<file path="src/rtl/instr_dispatcher_pkg.sv">
// PIM instruction-set definitions shared by the dispatcher and Controller decode.
package pim_isa_pkg;

    // Opcodes
    localparam logic [5:0] OP_ADD   = 6'd0;
    localparam logic [5:0] OP_SUB   = 6'd1;
    localparam logic [5:0] OP_MUL   = 6'd2;
    localparam logic [5:0] OP_EAST  = 6'd5;
    localparam logic [5:0] OP_SOUTH = 6'd7;
    localparam logic [5:0] OP_NORTH = 6'd8;
    localparam logic [5:0] OP_MSB0  = 6'd9;
    localparam logic [5:0] OP_MSB1  = 6'd10;
    localparam logic [5:0] OP_HALT  = 6'd63;

    // Instruction word field positions
    localparam int OPC_HI = 31;
    localparam int OPC_LO = 26;
    localparam int RD_HI  = 25;
    localparam int RD_LO  = 21;
    localparam int RS1_HI = 20;
    localparam int RS1_LO = 16;
    localparam int RS2_HI = 15;
    localparam int RS2_LO = 11;

    // Dispatcher sequencing states
    typedef enum logic [2:0] {
        ST_IDLE   = 3'd0,
        ST_FETCH  = 3'd1,
        ST_DECODE = 3'd2,
        ST_ISSUE  = 3'd3,
        ST_WAIT   = 3'd4,
        ST_DONE   = 3'd5,
        ST_ERROR  = 3'd6
    } disp_state_t;

    // Opcodes the datapath can execute (west shifts are not wired up).
    function automatic logic op_legal(input logic [5:0] opcode);
        logic legal;
        case (opcode)
            OP_ADD, OP_SUB, OP_MUL, OP_EAST, OP_SOUTH,
            OP_NORTH, OP_MSB0, OP_MSB1: legal = 1'b1;
            default:                    legal = 1'b0;
        endcase
        return legal;
    endfunction

    // Number of cycles the Controller needs to finish an op on LENGTH-bit slices.
    function automatic int unsigned op_budget(input logic [5:0] opcode, input int unsigned length);
        int unsigned budget;
        case (opcode)
            OP_ADD, OP_SUB, OP_MSB0, OP_MSB1: budget = 32'd2 * length + 32'd2;
            OP_MUL:   budget = (length + 32'd1) * (32'd2 * length + 32'd5) + 32'd2;
            OP_EAST, OP_NORTH: budget = length + 32'd3;
            OP_SOUTH: budget = length + 32'd2;
            default:  budget = 32'd0;
        endcase
        return budget;
    endfunction

endpackage

</file>
<file path="src/rtl/instr_dispatcher_mem.sv">
// Program store: one synchronous write port, one synchronous read port.
// A read and write to the same slot in one cycle returns the old word.
module instr_mem_1r1w
    import pim_isa_pkg::*;
#(
    parameter int DEPTH  = 64,
    parameter int ADDR_W = 6,
    parameter int DATA_W = 32
) (
    input  logic              clk,
    input  logic              we,
    input  logic [ADDR_W-1:0] waddr,
    input  logic [DATA_W-1:0] wdata,
    input  logic              re,
    input  logic [ADDR_W-1:0] raddr,
    output logic [DATA_W-1:0] rdata
);

    logic [DATA_W-1:0] mem [DEPTH];

    // Write port; storage is deliberately not reset.
    always_ff @(posedge clk) begin
        if (we) begin
            mem[waddr] <= wdata;
        end
    end

    // Registered read port, sampled before the same-edge write lands.
    always_ff @(posedge clk) begin
        if (re) begin
            rdata <= mem[raddr];
        end
    end

endmodule

</file>
<file path="src/rtl/instr_dispatcher.sv">
// Issue side of the Controller command interface: fetches program words in
// order, pulses start per op and waits a fixed per-opcode cycle budget.
module instr_dispatcher
    import pim_isa_pkg::*;
#(
    parameter int unsigned LENGTH     = 32,
    parameter int          IMEM_DEPTH = 64,
    parameter int          PC_W       = 6
) (
    input  logic            clk,
    input  logic            reset,
    input  logic            run,
    input  logic            prog_we,
    input  logic [PC_W-1:0] prog_addr,
    input  logic [31:0]     prog_data,
    output logic [31:0]     instruction,
    output logic            start,
    output logic            busy,
    output logic            done,
    output logic            error,
    output logic [PC_W-1:0] pc,
    output logic [15:0]     retired
);

    localparam int unsigned MUL_BUDGET = op_budget(OP_MUL, LENGTH);

    // The wait counter is 16 bits; the longest op must fit.
    if (MUL_BUDGET >= 32'd65536) begin : g_cfg_check
        $error("instr_dispatcher: LENGTH too large, mul budget exceeds 16-bit wait counter");
    end

    disp_state_t     state_r, state_s;
    logic [PC_W-1:0] pc_r, pc_s;
    logic [15:0]     retired_r, retired_s;
    logic            error_r, error_s;
    logic [31:0]     instr_r, instr_s;
    logic [15:0]     wait_cnt_r, wait_cnt_s;
    logic            start_r, start_s;
    logic            busy_r, busy_s;
    logic            done_r, done_s;

    logic [31:0]     rdata_s;
    logic [5:0]      opcode_s;
    logic            mem_we_s;
    logic            mem_re_s;
    logic            cur_busy_s;

    assign opcode_s = rdata_s[OPC_HI:OPC_LO];

    // Host writes are only accepted while no program is executing.
    always_comb begin
        cur_busy_s = (state_r == ST_FETCH) || (state_r == ST_DECODE) ||
                     (state_r == ST_ISSUE) || (state_r == ST_WAIT);
        mem_we_s   = prog_we && !cur_busy_s;
        mem_re_s   = (state_s == ST_FETCH);
    end

    instr_mem_1r1w #(
        .DEPTH  (IMEM_DEPTH),
        .ADDR_W (PC_W),
        .DATA_W (32)
    ) u_imem (
        .clk   (clk),
        .we    (mem_we_s),
        .waddr (prog_addr),
        .wdata (prog_data),
        .re    (mem_re_s),
        .raddr (pc_s),
        .rdata (rdata_s)
    );

    // Next-state and next-output logic of the dispatch sequencer.
    always_comb begin
        state_s    = state_r;
        pc_s       = pc_r;
        retired_s  = retired_r;
        error_s    = error_r;
        instr_s    = instr_r;
        wait_cnt_s = wait_cnt_r;

        case (state_r)
            ST_IDLE, ST_ERROR: begin
                if (run) begin
                    state_s   = ST_FETCH;
                    pc_s      = {PC_W{1'b0}};
                    retired_s = 16'd0;
                    error_s   = 1'b0;
                end else begin
                    state_s = state_r;
                end
            end
            ST_FETCH: begin
                state_s = ST_DECODE;
            end
            ST_DECODE: begin
                if (opcode_s == OP_HALT) begin
                    state_s = ST_DONE;
                end else if (op_legal(opcode_s)) begin
                    state_s = ST_ISSUE;
                    instr_s = rdata_s;
                end else begin
                    // Faulting word stays visible for diagnosis.
                    state_s = ST_ERROR;
                    instr_s = rdata_s;
                    error_s = 1'b1;
                end
            end
            ST_ISSUE: begin
                state_s    = ST_WAIT;
                wait_cnt_s = 16'(op_budget(instr_r[OPC_HI:OPC_LO], LENGTH));
            end
            ST_WAIT: begin
                if (wait_cnt_r <= 16'd1) begin
                    retired_s = (retired_r == 16'hFFFF) ? retired_r : retired_r + 16'd1;
                    if (pc_r == PC_W'(IMEM_DEPTH - 1)) begin
                        state_s = ST_DONE;
                    end else begin
                        state_s = ST_FETCH;
                        pc_s    = pc_r + PC_W'(32'd1);
                    end
                end else begin
                    wait_cnt_s = wait_cnt_r - 16'd1;
                end
            end
            ST_DONE: begin
                state_s = ST_IDLE;
            end
            default: begin
                state_s = ST_IDLE;
            end
        endcase

        start_s = (state_s == ST_ISSUE);
        done_s  = (state_s == ST_DONE);
        busy_s  = (state_s == ST_FETCH) || (state_s == ST_DECODE) ||
                  (state_s == ST_ISSUE) || (state_s == ST_WAIT);
    end

    // State and output registers with synchronous active-low reset.
    always_ff @(posedge clk) begin
        if (!reset) begin
            state_r    <= ST_IDLE;
            pc_r       <= {PC_W{1'b0}};
            retired_r  <= 16'd0;
            error_r    <= 1'b0;
            instr_r    <= 32'd0;
            wait_cnt_r <= 16'd0;
            start_r    <= 1'b0;
            busy_r     <= 1'b0;
            done_r     <= 1'b0;
        end else begin
            state_r    <= state_s;
            pc_r       <= pc_s;
            retired_r  <= retired_s;
            error_r    <= error_s;
            instr_r    <= instr_s;
            wait_cnt_r <= wait_cnt_s;
            start_r    <= start_s;
            busy_r     <= busy_s;
            done_r     <= done_s;
        end
    end

    assign instruction = instr_r;
    assign start       = start_r;
    assign busy        = busy_r;
    assign done        = done_r;
    assign error       = error_r;
    assign pc          = pc_r;
    assign retired     = retired_r;

endmodule

</file>
<file path="config.mk">
export PLATFORM = sky130hd
export DESIGN_NAME = instr_dispatcher
export DESIGN_NICKNAME = d
export VERILOG_FILES = /design/src/rtl/instr_dispatcher_pkg.sv /design/src/rtl/instr_dispatcher_mem.sv /design/src/rtl/instr_dispatcher.sv
export SDC_FILE = /design/constraint.sdc
export NUM_CORES = 2
export LEC_CHECK = 0
export ABC_AREA = 0
export CORE_UTILIZATION = 54
export CTS_CLUSTER_SIZE = 10
export DETAILED_ROUTE_END_ITERATION = 7
export DONT_BUFFER_PORTS = 1
export PLACE_DENSITY = 0.77
export SLEW_MARGIN = 20
export SYNTH_ARGS = -nofsm -noshare
export SYNTH_HDL_FRONTEND = slang
export SYNTH_HIERARCHICAL = 1
export SYNTH_SLANG_ARGS = --single-unit
</file>
<file path="constraint.sdc">
create_clock -name clk -period 6.2 [get_ports clk]
set_input_delay 1.86 -clock clk [delete_from_list [all_inputs] [get_ports clk]]
set_output_delay 1.86 -clock clk [all_outputs]
set_load 0.01 [all_outputs]
</file>
==> flow_summary.toml <==
[outcome]
status = "complete, no violations"

[worst_setup_path]
crit_path_start_kind = "flip-flop"
required_ns = 6.76
reg2reg_slack_ns = 0.74
reg2reg_depth = 14
cp_max_fo = 17
cp-end-kind = "flip-flop"
arrival_ns = 6.02
r2r_end = "u_imem/rdata[27]$_DFFE_PP_"
reg2reg_from = "pc[0]$_SDFF_PN0_"
criticalPathCategory = "reg2reg"

[die]
rows = 143
io_pins = 100
core_area_um2 = 152000
die_width_um = 394
dieHeight_um = 394
dieArea_um2 = 155000
start_util_pct = 54.5

[min_path]
holdPathEnd = "wait_cnt_r[14]$_SDFFE_PN0P_"
hp-class = "reg2reg"
hold_depth = 2
hold_start = "wait_cnt_r[14]$_SDFFE_PN0P_"

[routing]
drc_errors = 0
vias = 42200
wl_per_cell_um = 35.3
antenna_left = 0
dr.pass1.iters = 5
vias_per_cell = 6.92
drt-total-wl_um = 215000
first_iter_violations = 5472

[clocking]
cts_resized = 0
insertion_delay_ns = 0.85
cts-root-buf = "clkbuf_16"
h-tree-depth = 4
cts_tree = "built"
post-cts-setup-buffers = 0
clkTransAtPathRegs_ns = 0.06
cts.sinks = 2162
cts_max_path_buffers = 3
cts_hold_buf = 0
cts-buffers-inserted = 235

[sta]
setup_viol = 0
fmax_ghz = 0.183
rsz0062_at_grt = "false"
drv_slew = 0
fin_crit_sh_pct = 88.1
worst_pin_slew_ns = 1.11
setup_tns_ns = 0
post-route-min-period_ns = 5.46
hold_viol = 0
fin_skew_ns = 0.0433
slew_headroom_pct = 26.0

[cells_and_area]
drive_above_1_share_pct = 26.1
final_area_um2 = 93000
fin_nets = 4059
syn_to_final_growth_pct = 12.3

[global_route]
grt_pass1_wl_um = 307000
grt_pass1_vias = 42900
grt_max_degree = 76
track_usage_pct = 27.8
antenna_found_initial = 5
grt.overflow.total = 0

[synth]
postSynthCellCount = 3815
seq_area_frac_synth_pct = 77.4
synth_nets = 3865
synth_area_per_cell_um2 = 21.7
synth_top_area_share_pct = 75.4
ys_types = 68
synth_enable_flop_cells = 2080
synthArstFlopShare_pct = 0
netlist_area_um2 = 82800
synth-seq-cells = 2162
post-synth-top-count-cell = "edfxtp_1"
synth_commonest_cells = "edfxtp_1, mux4_2, nor2_1"
yosysWarnings = 6
synth_flop_cell = "edfxtp_1"
synth_area_leader_cell = "edfxtp_1"
yosys-top-cells-area = "edfxtp_1, mux4_2, dfxtp_1"

[power_and_ir_drop]
leakage_nw = 27.8
vdd_drop_max_mv = 0.319
p_per_area_nw_per_um2 = 381

[placed_design]
place_hpwl_um = 117000
place_congestion = 0.876
postPlaceCellArea_um2 = 86600
portBuffers = 0

[flow_run]
maxCapViolCount = 0
## kinds of logic after synthesis
kind of cell / after synthesis / share of synthesized area (%)
XOR/XNOR: 6 / 0.0634
buffers and inverters: 220 / 1.26
AO/OA/AOI/OAI: 337 / 2.62
adder cells (fa/ha/maj): 8 / 0.121
flip-flops: 2162 / 77.4
multiplexers: 644 / 16.0
AND/OR/NAND/NOR: 438 / 2.55
## cells in the final DEF (no fill, tap or decap), types with 8 or more instances in the layout
cell type	synthesis	layout
and3_1	8	8
nor2_4	1	64
mux2i_1	99	99
or3_1	13	13
a311oi_1	10	10
nand3b_1	8	8
o22ai_1	89	88
ha_1	8	8
nand2_1	105	105
clkbuf_16	0	239
edfxtp_1	2080	2080
clkbuf_1	92	37
o21ai_0	20	19
a21oi_1	118	116
inv_1	10	10
mux4_2	544	544
buf_12	0	37
a22oi_1	12	12
o31ai_1	11	11
or4_1	11	11
dfxtp_1	82	82
nor3_1	14	11
nand2b_1	12	11
nor2b_1	17	17
buf_4	27	128
nand3_1	23	23
nor2_1	175	111
o221ai_1	29	29
## sequential cells by signal, indices dropped and copies added (netlist names), named ones only
name and flops:
start 1, wait_cnt_r 16, done 1, instruction 32, retired 16, state_r 3
u_imem/rdata 32, pc 6, error 1, busy 1, u_imem/mem 2048
## per-layer routing
layer	wire, um	global-route usage, %
met1	73100	36.7
met2	103000	43.9
met3	28400	7.37
met4	10200	12.5
met5	27	0
## report_power, final
part / switching, mW / total, mW / internal [mW]
combinational: 3.23 / 6.36 / 3.14
clock: 5.28 / 12.2 / 6.90
sequential: 0.471 / 16.9 / 16.4
total: 8.98 / 35.4 / 26.4
## through the flow
stage,power (mW),instances,setup slack (ns),hold slack [ns],util [%]
3_5_place_dp,23.4,5801,0.402,0.485,57.0
6_report,35.4,6093,0.735,0.487,61.2
3_3_place_gp,23.3,5801,0.534,0.473,57.0
4_1_cts,35.5,6091,0.528,0.493,61.1
5_1_grt,36.4,6092,0.555,0.504,61.2
2_1_floorplan,21.7,3815,0.594,0.448,-
## area by class of cell
cell class                      instances  area, um2
Sequential cell                      2162      64100
Fill cell                            9915      59100
Multi-Input combinational cell       1433      18300
Clock buffer                          276       6120
Tap cell                             2030       2540
Timing Repair Buffer                  166       1730
Clock inverter                         14        244
Inverter                               11       41.3
Antenna cell                            1       2.50
## worst max-delay path by stage
stage | from | cells after the start | endpoint
after floorplan | run | 11 | u_imem/rdata[13]$_DFFE_PP_
after global placement | run | 9 | u_imem/rdata[9]$_DFFE_PP_
after detailed placement | run | 11 | u_imem/rdata[27]$_DFFE_PP_
after CTS | wait_cnt_r[11]$_SDFFE_PN0P_ | 12 | u_imem/rdata[27]$_DFFE_PP_
after global routing | pc[0]$_SDFF_PN0_ | 14 | u_imem/rdata[27]$_DFFE_PP_
final | pc[0]$_SDFF_PN0_ | 14 | u_imem/rdata[27]$_DFFE_PP_
## worst max-delay path, cell delays in order, from the launching register on
cell and delay (ns):
dfxtp_1 0.60, ha_1 0.30, nand4_1 0.20, or2_2 0.35, a31oi_1 0.48, o21ai_0 0.26
o21ai_4 0.29, buf_16 0.25, buf_12 0.24, buf_12 0.21, buf_12 0.20, mux4_2 0.56
mux4_2 0.49, o22ai_1 0.54, nor2_1 0.15
Note: power is estimated with default switching activity, not from simulation.
